### config.mk
export PLATFORM = sky130hd
export DESIGN_NAME = optical_tx_arbiter
export DESIGN_NICKNAME = d
export VERILOG_FILES = /design/src/rtl/optical_tx_arbiter.sv
export SDC_FILE = /design/constraint.sdc
export NUM_CORES = 1
export LEC_CHECK = 0
export CORE_ASPECT_RATIO = 1.25
export CORE_MARGIN = 3
export CORE_UTILIZATION = 26
export DETAILED_ROUTE_END_ITERATION = 10
export DONT_BUFFER_PORTS = 1
export PLACE_DENSITY = 0.39
export RECOVER_POWER = 100
export SLEW_MARGIN = 20
export SYNTH_ARGS = -nofsm -noshare
export SYNTH_HDL_FRONTEND = slang
export SYNTH_SLANG_ARGS = --single-unit
### constraint.sdc
create_clock -name clk_100mhz -period 2.1 [get_ports clk_100mhz]
set_input_delay 0.105 -clock clk_100mhz [delete_from_list [all_inputs] [get_ports clk_100mhz]]
set_output_delay 0.105 -clock clk_100mhz [all_outputs]
set_load 0.02 [all_outputs]
### src/rtl/optical_tx_arbiter.sv
// ---------------------------------------------------------------------------
// optical_tx_arbiter
//
// Merges an audio stream (port a) and a bulk/SD stream (port b) into a single
// framed stream for an optical serializer, inserting a sync frame after every
// SYNC_PERIOD data frames and as the very first frame after reset.
//
// Frame format on ser_data: {tag[1:0], payload[7:0]}
//   2'b01 audio, 2'b10 bulk, 2'b11 sync (payload SYNC_WORD). 2'b00 never valid.
//
// Ports
//   clk_100mhz  in   system clock, rising edge
//   rst_n       in   synchronous active-low reset
//   req_a       in   audio word present on data_a
//   data_a[7:0] in   audio payload, stable while req_a until ack_a
//   ack_a       out  data_a captured this cycle (combinational)
//   req_b       in   bulk word present on data_b
//   data_b[7:0] in   bulk payload, stable while req_b until ack_b
//   ack_b       out  data_b captured this cycle (combinational)
//   ser_valid   out  ser_data holds a frame
//   ser_data    out  10-bit frame
//   ser_ready   in   serializer takes ser_data this cycle when ser_valid
//
// Handshake: the output side is strict valid/ready. Once ser_valid is high,
// ser_data is frozen until a cycle with ser_ready=1; only then (or while the
// register is empty) does the register load. Requesters are acked in exactly
// the cycle their word is loaded, so a request that drops before that cycle
// leaves no trace.
//
// Optional feature: define OPTICAL_TX_FAIR_EN to compile in the audio burst
// limiter that forces a bulk grant after MAX_BURST audio grants while bulk
// waits. Without it, audio has strict priority.
// ---------------------------------------------------------------------------
module optical_tx_arbiter #(
    parameter int         SYNC_PERIOD = 64,
    parameter logic [7:0] SYNC_WORD   = 8'hA5,
    parameter int         MAX_BURST   = 4
) (
    input  logic       clk_100mhz,
    input  logic       rst_n,
    input  logic       req_a,
    input  logic [7:0] data_a,
    output logic       ack_a,
    input  logic       req_b,
    input  logic [7:0] data_b,
    output logic       ack_b,
    output logic       ser_valid,
    output logic [9:0] ser_data,
    input  logic       ser_ready
);

    localparam logic STATE_IDLE = 1'b0;
    localparam logic STATE_HOLD = 1'b1;

    localparam logic [1:0] TAG_AUDIO = 2'b01;
    localparam logic [1:0] TAG_BULK  = 2'b10;
    localparam logic [1:0] TAG_SYNC  = 2'b11;

    localparam logic [7:0] SYNC_LIMIT  = 8'(SYNC_PERIOD);
    localparam logic [3:0] BURST_LIMIT = 4'(MAX_BURST);

`ifdef OPTICAL_TX_FAIR_EN
    localparam bit FAIR_EN = 1'b1;
`else
    localparam bit FAIR_EN = 1'b0;
`endif

    logic       state;
    logic       state_next;
    logic [9:0] data_q;
    logic [7:0] frame_cnt;
    logic       first_after_reset;
    logic [3:0] burst_cnt;

    logic       load;
    logic       sync_due;
    logic       force_b;
    logic       grant_a;
    logic       grant_b;

    // The FSM state is the valid flag itself.
    assign ser_valid = (state == STATE_HOLD);
    assign ser_data  = data_q;

    assign load     = !ser_valid || ser_ready;
    assign sync_due = (frame_cnt == SYNC_LIMIT) || first_after_reset;
    assign force_b  = FAIR_EN && req_b && (burst_cnt == BURST_LIMIT);

    // Grant priority below sync: forced bulk, audio, bulk.
    always_comb begin
        grant_a = 1'b0;
        grant_b = 1'b0;
        if (!sync_due) begin
            if (force_b) begin
                grant_b = 1'b1;
            end else if (req_a) begin
                grant_a = 1'b1;
            end else if (req_b) begin
                grant_b = 1'b1;
            end
        end
    end

    // Acks are masked during reset because load is high there (register empty).
    assign ack_a = rst_n && load && grant_a;
    assign ack_b = rst_n && load && grant_b;

    always_comb begin
        state_next = state;
        case (state)
            STATE_IDLE: if (sync_due || grant_a || grant_b) state_next = STATE_HOLD;
            STATE_HOLD: if (ser_ready && !(sync_due || grant_a || grant_b)) state_next = STATE_IDLE;
            default:    state_next = STATE_IDLE;
        endcase
    end

    always_ff @(posedge clk_100mhz) begin
        if (!rst_n) begin
            state             <= STATE_IDLE;
            data_q            <= 10'h000;
            frame_cnt         <= 8'd0;
            first_after_reset <= 1'b1;
        end else begin
            state <= state_next;
            if (load) begin
                if (sync_due) begin
                    data_q            <= {TAG_SYNC, SYNC_WORD};
                    frame_cnt         <= 8'd0;
                    first_after_reset <= 1'b0;
                end else if (grant_a) begin
                    data_q    <= {TAG_AUDIO, data_a};
                    frame_cnt <= frame_cnt + 8'd1;
                end else if (grant_b) begin
                    data_q    <= {TAG_BULK, data_b};
                    frame_cnt <= frame_cnt + 8'd1;
                end
            end
        end
    end

    // Burst counter: audio grants in a row while bulk is waiting. Held at zero
    // when the fairness feature is compiled out.
    always_ff @(posedge clk_100mhz) begin
        if (!rst_n) begin
            burst_cnt <= 4'd0;
        end else if (!FAIR_EN || !req_b) begin
            burst_cnt <= 4'd0;
        end else if (load && grant_b) begin
            burst_cnt <= 4'd0;
        end else if (load && grant_a) begin
            burst_cnt <= burst_cnt + 4'd1;
        end
    end

endmodule

== Word-level counts from Yosys, hierarchy flattened ==
Cells that the tools add are included.
Word-level totals
  register bits: 20
  input port bits: 21
  output and inout bits: 13
  logic and storage cells: 34
Operators by class
  add/sub/neg operators: 1
  eq/ne operators: 1
  muxes and demuxes: 14
  bitwise gates (word level): 1
  reductions and logical operators: 13
Operators with widths (number)
  two-way mux 10 bit: 3
  two-way mux 8 bit: 3
  adder 8 x 1 -> 8 bit, second input constant: 1
  == test 8 x 7 -> 1 bit, second input constant: 1
  two-way mux 1 bit: 7
  logical AND 1 bit: 4
  logical OR 1 bit: 4
  AND reduction 2 bit: 2
  nonzero test 3 bit: 1
  logical NOT 1 bit: 2
  one-hot mux 1 bit (2 select lines): 1
  NOT 1 bit: 1

== Depth between registers and ports, before layout ==
Gate-level depths: netlist (run 1).
  depth in word-level cells: 9
  gate-level depth with buffers: 7
  gate-level depth less buffers: 6

== Worst setup path before layout (run 1) ==
No wires, ideal clock.
  kind: register to register
  start point: register frame_cnt[0]
  end point: register frame_cnt[3]
  setup time: 0.074 ns
  arrival time: 1.647 ns
  data required time: 2.026 ns
  setup slack: 0.379 ns
  cell stages (with the launch flop): 7
  path buffers: 0
  period minus slack after synthesis: 1.721 ns
  cell sequence: dfxtp_1 -> inv_1 -> ha_1 -> and3b_1 -> a211oi_4 -> or3b_1 -> a31oi_1
On the way
  word-level cells in the longest chain between the ends: 5
  elaborated cells between the ends (all ways): 10
  those cells by class: 1 x add/sub; 1 x eq/ne; 5 x mux; 3 x reduce/logical
Ends and longest elaborated chain
  start, declared: line 71  | logic [7:0] frame_cnt;
  start signal, assigned: line 132  | frame_cnt <= frame_cnt + 8'd1;
  start signal, assigned: line 135  | frame_cnt <= frame_cnt + 8'd1;
  branches (longest 5 deep; another with adder 8 x 1 -> 8 bit)
Parallel ways; which one is timed is not known. The select of a mux whose other input is x is not followed.
A chain may end at the register's enable or synchronous reset.

== Final worst setup path (run 1) ==
  start point: register frame_cnt[1]
  end point: output port ack_b
On the way
  word-level cells in the longest chain between the ends: 4
Ends and longest elaborated chain
  == test 8 x 7 -> 1 bit: line 86  | assign sync_due = (frame_cnt == SYNC_LIMIT) || first_after_reset;
  logical OR 1 bit: line 86
  two-way mux 1 bit: line 93  | if (!sync_due) begin
  logical AND 1 bit: line 106  | assign ack_b = rst_n && load && grant_b;
  end, declared: line 46  | output logic ack_b,
No other way between the ends.

==> impl_metrics.tcl, run 1 <==
set metrics [dict create \
    ys_ff_latch 20 \
    grt_start_max_net_pins 17 \
    final_common_cell "dfxtp_1" \
    critPathArrivalTime_ns 1.88 \
    drt_iter0_markers 33 \
    synthTopCellsByArea "dfxtp_1, nand2_1, mux2_2" \
    synth_xor_area_frac 0 \
    tns_ns 0 \
    slew_violations 0 \
    end_kind "output port" \
    cp_top_family "simple AND/OR/NAND/NOR gates" \
    core_area_um2 3816 \
    area_growth_pct 12.39 \
    wl_met1_um 1147 \
    io_pins 34 \
    wl_met3_um 125 \
    drive_gt1_frac 0.1583 \
    worst-path-buf-inv 2 \
    powerDensity_nw_per_um2 671.7 \
    max_stage_delay_ns 0.41 \
    cp_max_fo 6 \
    start_util 0.2725 \
    syn_inst 116 \
    finalHoldViolCount 0 \
    die_w_um 62.56 \
    routed_wirelength_um 2700 \
    firstDrtPassIters 4 \
    synth-compound-area-share 0.2491 \
    htreeDepth 1 \
    cp_slowest_cell "dfxtp_1" \
    port_buffers 0 \
    synth_cell_types 36 \
    status "finished clean" \
    tightest_slew_ns 0.4943 \
    slew_headroom 0.6694 \
    top_layer_used "met4" \
    wl_per_cell_um 15.52 \
    viasPerCell 5.172 \
    ctsLongestPathBuffers 2 \
    drtAntennaViolNets 0 \
    path_class "flip-flop to output port" \
    cts_made_buffers 3 \
    antenna_found_initial 0 \
    diodes 0 \
    dr_wl_met2_um 1367 \
    place_ws_ns 0.2390 \
    fin_skew_ns 0.006445 \
    synth_top_family_by_area "compound AO/OA/AOI/OAI gates" \
    ys.flop_type "dfxtp_1" \
    die_area_um2 4798 \
    synth_fp_nets 139 \
    setup_slack_ns 0.1162 \
    grt_use_total 0.1202 \
    max_freq_ghz 0.5041 \
    hold_class "input port to flip-flop" \
    required_ns 2.00 \
    finalSetupViolCount 0 \
    p_leak_nw 0.4306 \
    grt_pass1_vias 899 \
    fin_nets 145 \
    yosysWarnings 0 \
    cts_tree "done" \
    drc 0 \
    synth_fa_ha_area_frac 0.02407 \
    grt_pass1_wl_um 4505 \
    mostFrequentLayoutCells "dfxtp_1, nand2_1, nand3_1" \
    clkSinkCount 20 \
    rows 25 \
    synth_top_area_frac 0.3851 \
    post-route-period-util 0.9447 \
    min_period_ns 1.984 \
    path_clk_slew_ns 0.07 \
    power_uw 785.0 \
    syn_area_um2 1040 \
    grt_overflow 0 \
    cap_violations 0 \
    dp_hpwl_um 1975 \
    startpoint_type "flip-flop" \
    synth_top_area_cell "dfxtp_1" \
    gp_congestion 0.7844 \
    synthMuxAreaShare 0.08183 \
    routed-via-count 900 \
    ys_seq_area_frac 0.3851 \
    clock_latency_ns 0.27 \
    path_cells "inv_1 -> ha_1 -> and3b_1 -> a211oi_4 -> buf_4 -> and4b_1" \
    synth_edf_count 0 \
    synthArstFlopShare 0 \
    dieHeight_um 76.70 \
    peakVddDrop_uv 229.7 \
    rsz0062_at_grt "no" \
    synthSimpleGateAreaFrac 0.2154 \
    synth_area_per_cell_um2 8.963 \
    cts-root-buf "clkbuf_8" \
]
-- cell usage after synthesis (2+ instances only) --
cell type and count:
o221a_2 4, or3b_1 2, inv_1 4, o41ai_1 2, mux2_2 4, and3_1 2
o22ai_1 5, clkbuf_1 3, nand2_1 17, nand3_1 8, ha_1 2, o21ai_0 3
buf_2 3, a31oi_1 3, mux2i_1 4, a21oi_1 6, dfxtp_1 20, nor2_1 6
-- worst register-to-register path: stages, from the launching register on --
cell and delay, ns:
dfxtp_1 0.41, inv_1 0.08, ha_1 0.17, and3b_1 0.19, a211oi_4 0.25, clkbuf_1 0.17
or3b_1 0.36, a31oi_1 0.15
-- path summary, 6_finish.rpt --
path	start	endpoint	slack, ns	cells after the start
hold / removal	rst_n	ser_data[4]	0.006	2
hold reg to reg	frame_cnt[6]	frame_cnt[6]	0.54	1
setup / recovery	frame_cnt[1]	ack_b	0.12	6
setup reg to reg	frame_cnt[1]	frame_cnt[5]	0.23	7
-- repair_timing --
| item | 4_1_cts | 5_1_grt |
|---|---|---|
| endpoints found under the setup margin | 0 | 1 |
| buffers inserted | 0 | 1 |
| resized for setup | 0 | 0 |
| endpoints found under the hold margin | 12 | 0 |
| hold buffers | 2 | 0 |
-- per-stage QoR --
step / area, um2 / hold WS [ns] / std cells / utilization
floorplan: 1040 / 0.3002 / 116 / -
global placement: 1114 / 0.1739 / 168 / 0.2918
detailed placement: 1114 / 0.1751 / 168 / 0.2918
CTS: 1175 / 0.0002820 / 173 / 0.3079
global route: 1169 / 0.01295 / 174 / 0.3062
finish: 1169 / 0.005984 / 174 / 0.3062
-- registers in the layout, summed over array words and instances, names as in the netlist --
name and flops:
ser_data 10, frame_cnt 8, ser_valid 1, first_after_reset 1
-- kinds of logic after synthesis --
| logic type | Yosys count |
|---|---|
| adders and majority gates | 2 |
| and+or+nand+nor | 42 |
| buffers and inverters | 11 |
| muxes | 8 |
| DFF | 20 |
| AOI/OAI and AO/OA | 33 |
-- area by class of cell --
class,instances,area (um2)
Timing Repair Buffer,8,53.80
Multi-Input combinational cell,85,590.6
Inverter,4,15.01
Sequential cell,20,400.4
Clock buffer,3,41.29
Tap cell,54,67.56
Fill cell,421,2648
-- metal layers --
layer / track usage / vias to the layer above
met5: 0 / -
met4: 0.05960 / 0
met3: 0.02782 / 5
met2: 0.2017 / 22
met1: 0.1425 / 431
li1: - / 442
-- power by group --
group / total (mW) / leakage (nW) / internal (mW) / switching [mW]
logic: 0.0920 / 0.245 / 0.0433 / 0.0487
registers: 0.434 / 0.164 / 0.399 / 0.0356
clock network: 0.259 / 0.0216 / 0.128 / 0.131
Power figures use the tool's default switching activity.
==> run 2: changes to the inputs <==
--- a/config.mk
+++ b/config.mk
@@ -5,12 +5,13 @@
 export SDC_FILE = /design/constraint.sdc
 export NUM_CORES = 1
 export LEC_CHECK = 0
+export ABC_AREA = 1
 export CORE_ASPECT_RATIO = 1.25
 export CORE_MARGIN = 3
-export CORE_UTILIZATION = 26
+export CORE_UTILIZATION = 61
 export DETAILED_ROUTE_END_ITERATION = 10
 export DONT_BUFFER_PORTS = 1
-export PLACE_DENSITY = 0.39
+export PLACE_DENSITY = 0.77
 export RECOVER_POWER = 100
 export SLEW_MARGIN = 20
 export SYNTH_ARGS = -nofsm -noshare
==> run 2 against run 1 <==
  * Design area grew 2.0%
  * Synthesized cell count grew 54%
  * Clock skew shrank 0.0046 ns
  * Setup slack gained 0.064 ns
  * Die area shrank 49%
  * Area after synthesis grew 12%
  * Largest power group unchanged
==> impl_metrics.tcl, run 2 <==
set metrics [dict create \
    synth_edf_count 0 \
    min-delay-start "data_a[6]" \
    port_buffers 0 \
    timing.rr.end "frame_cnt[1]" \
    synth_top_area_cell "dfxtp_1" \
    ctsLongestPathBuffers 2 \
    min_period_ns 1.920 \
    routed_wirelength_um 2306 \
    htreeDepth 1 \
    synth_area_per_cell_um2 6.487 \
    post_cts_buffers 0 \
    synthArstFlopShare 0 \
    drive_gt1_frac 0.09444 \
    p_leak_nw 0.5777 \
    setup_slack_ns 0.1804 \
    fin_nets 204 \
    ys_seq_area_frac 0.3448 \
    place_inst 194 \
    status "finished clean" \
    synth.most_common_cell "nand2_1" \
    fin_skew_ns 0.001886 \
    hold_class "input port to flip-flop" \
    synthTopCellsByArea "dfxtp_1, nand2_1, nor2_1" \
    synthTopCellsByCount "nand2_1, nor2_1, inv_1" \
    drtAntennaViolNets 0 \
    cp_slowest_cell "dfxtp_1" \
    dp_hpwl_um 1713 \
    path_class "flip-flop to output port" \
    mostFrequentLayoutCells "nand2_1, nor2_1, inv_1" \
    firstDrtPassIters 4 \
    wl_per_cell_um 11.59 \
    yosysWarnings 0 \
    syn_area_um2 1161 \
    ff2ff_path_depth 10 \
    slew_headroom 0.5593 \
    rrSetupSlack_ns 0.24 \
    cts-root-buf "clkbuf_4" \
    post_dp_cell_area_um2 1150 \
    drt_iter0_markers 13 \
    min_path_cells 4 \
    rsz0062_at_grt "no" \
    holdWs_ns 0.005379 \
    utilization 0.6674 \
    synth_fp_nets 202 \
    place_ws_ns 0.3538 \
    routed-via-count 1043 \
    startpoint_type "flip-flop" \
    io_pins 34 \
    clkSinkCount 20 \
    post-route-period-util 0.9141 \
    wl_met1_um 1026 \
    path_clk_slew_ns 0.11 \
    required_ns 2.00 \
    cp_top_family "simple AND/OR/NAND/NOR gates" \
    wl_met3_um 116 \
    area_growth_pct 2.694 \
    peakVddDrop_uv 542.5 \
    syn_inst 179 \
    grt_pass1_vias 892 \
    power_uw 825.7 \
    dr_wl_met2_um 1122 \
    end_kind "output port" \
    finalSetupViolCount 0 \
    start_util 0.6499 \
    path_cells "inv_1 -> ha_1 -> inv_1 -> nor2_2 -> nand2_4 -> nand2_4 -> nor2_4 -> nand2_1 -> nor2_2" \
    ys_ff_latch 20 \
    largest_register_ffs 10 \
    max_stage_delay_ns 0.41 \
    ys.flop_type "dfxtp_1" \
    diodes 0 \
    die_w_um 45.02 \
    tns_ns 0 \
    grt_overflow 0 \
    max_freq_ghz 0.5209 \
    final_common_cell "nand2_1" \
    gp_congestion 0.7938 \
    rows 17 \
    critPathArrivalTime_ns 1.81 \
    synth_cell_types 22 \
    cap_violations 0 \
    finalHoldViolCount 0 \
    synth_top_area_frac 0.3448 \
    worst-path-buf-inv 2 \
    cts_made_buffers 3 \
    dieHeight_um 54.78 \
    powerDensity_nw_per_um2 692.5 \
    die_area_um2 2466 \
    tightest_slew_ns 0.6589 \
    min_to "ser_data[6]" \
    fin_area_um2 1192 \
    core_area_um2 1787 \
    r2r-start "frame_cnt[0]" \
    grt_use_total 0.2082 \
    slew_violations 0 \
    top_layer_used "met4" \
    drc 0 \
    viasPerCell 5.241 \
    final_cells 199 \
    grt_start_max_net_pins 22 \
    antenna_found_initial 0 \
    grt_pass1_wl_um 3781 \
    cp_max_fo 10 \
    cts_tree "done" \
    crit_cells 9 \
    clock_latency_ns 0.30 \
]
[run 2: cell types whose count changed in the layout (fill, tap and decap cells not counted), moves of 4 or more]
cell / change
a21oi_1: +4
inv_1: +25
mux2_2: -4
mux2i_1: -4
nand2_1: +25
nor2_1: +27
o221a_2: -4
o22ai_1: -5
or2_2: +4
[run 2: worst max path at each step]
stage                      start  endpoint  slack, ns
CTS                 frame_cnt[0]     ack_a       0.08
floorplan           frame_cnt[0]     ack_b       0.48
global placement    frame_cnt[0]     ack_a       0.39
global route        frame_cnt[0]     ack_a       0.01
detailed placement  frame_cnt[0]     ack_a       0.35
finish              frame_cnt[0]     ack_a       0.18
[run 2: timing repair]
action	CTS	global route
resized for setup	1	1
endpoints found under the setup margin	1	1
hold buffers	1	0
hold endpoints to repair	19	0
[run 2: power by group]
group	switching, mW	leakage (nW)	internal (mW)	total [mW]
Clock	0.121	0.0210	0.106	0.227
Combinational	0.0948	0.391	0.0498	0.145
Sequential	0.0453	0.166	0.409	0.454
Total	0.261	0.578	0.564	0.826
[run 2: final cells by class]
type,count,area [um2]
multi-input combinational,124,605.6
fill,174,594.3
sequential,20,400.4
inverter,30,112.6
clock buffer,4,36.28
tap,19,23.77
timing repair buffer,2,13.76
[run 2: layer usage]
layer,vias up,global-route usage
met5,-,0
met4,0,0.08780
met3,5,0.03947
met2,28,0.3325
met1,457,0.2708
li1,553,-
[run 2: tightest hold or removal path, delay by kind of cell]
kind          cells  cell delay, ns
simple gates      4            0.17
[run 2: kinds of logic (layout without fill, tap and decap cells)]
logic type / Yosys count / in the layout / synth area share
AOI/OAI and AO/OA: 21 / 21 / 0.1013
xor gates and xnor gates: 1 / 1 / 0.007544
adders and majority gates: 2 / 2 / 0.02155
buffers and inverters: 35 / 36 / 0.1336
DFF: 20 / 20 / 0.3448
and+or+nand+nor: 100 / 100 / 0.3912
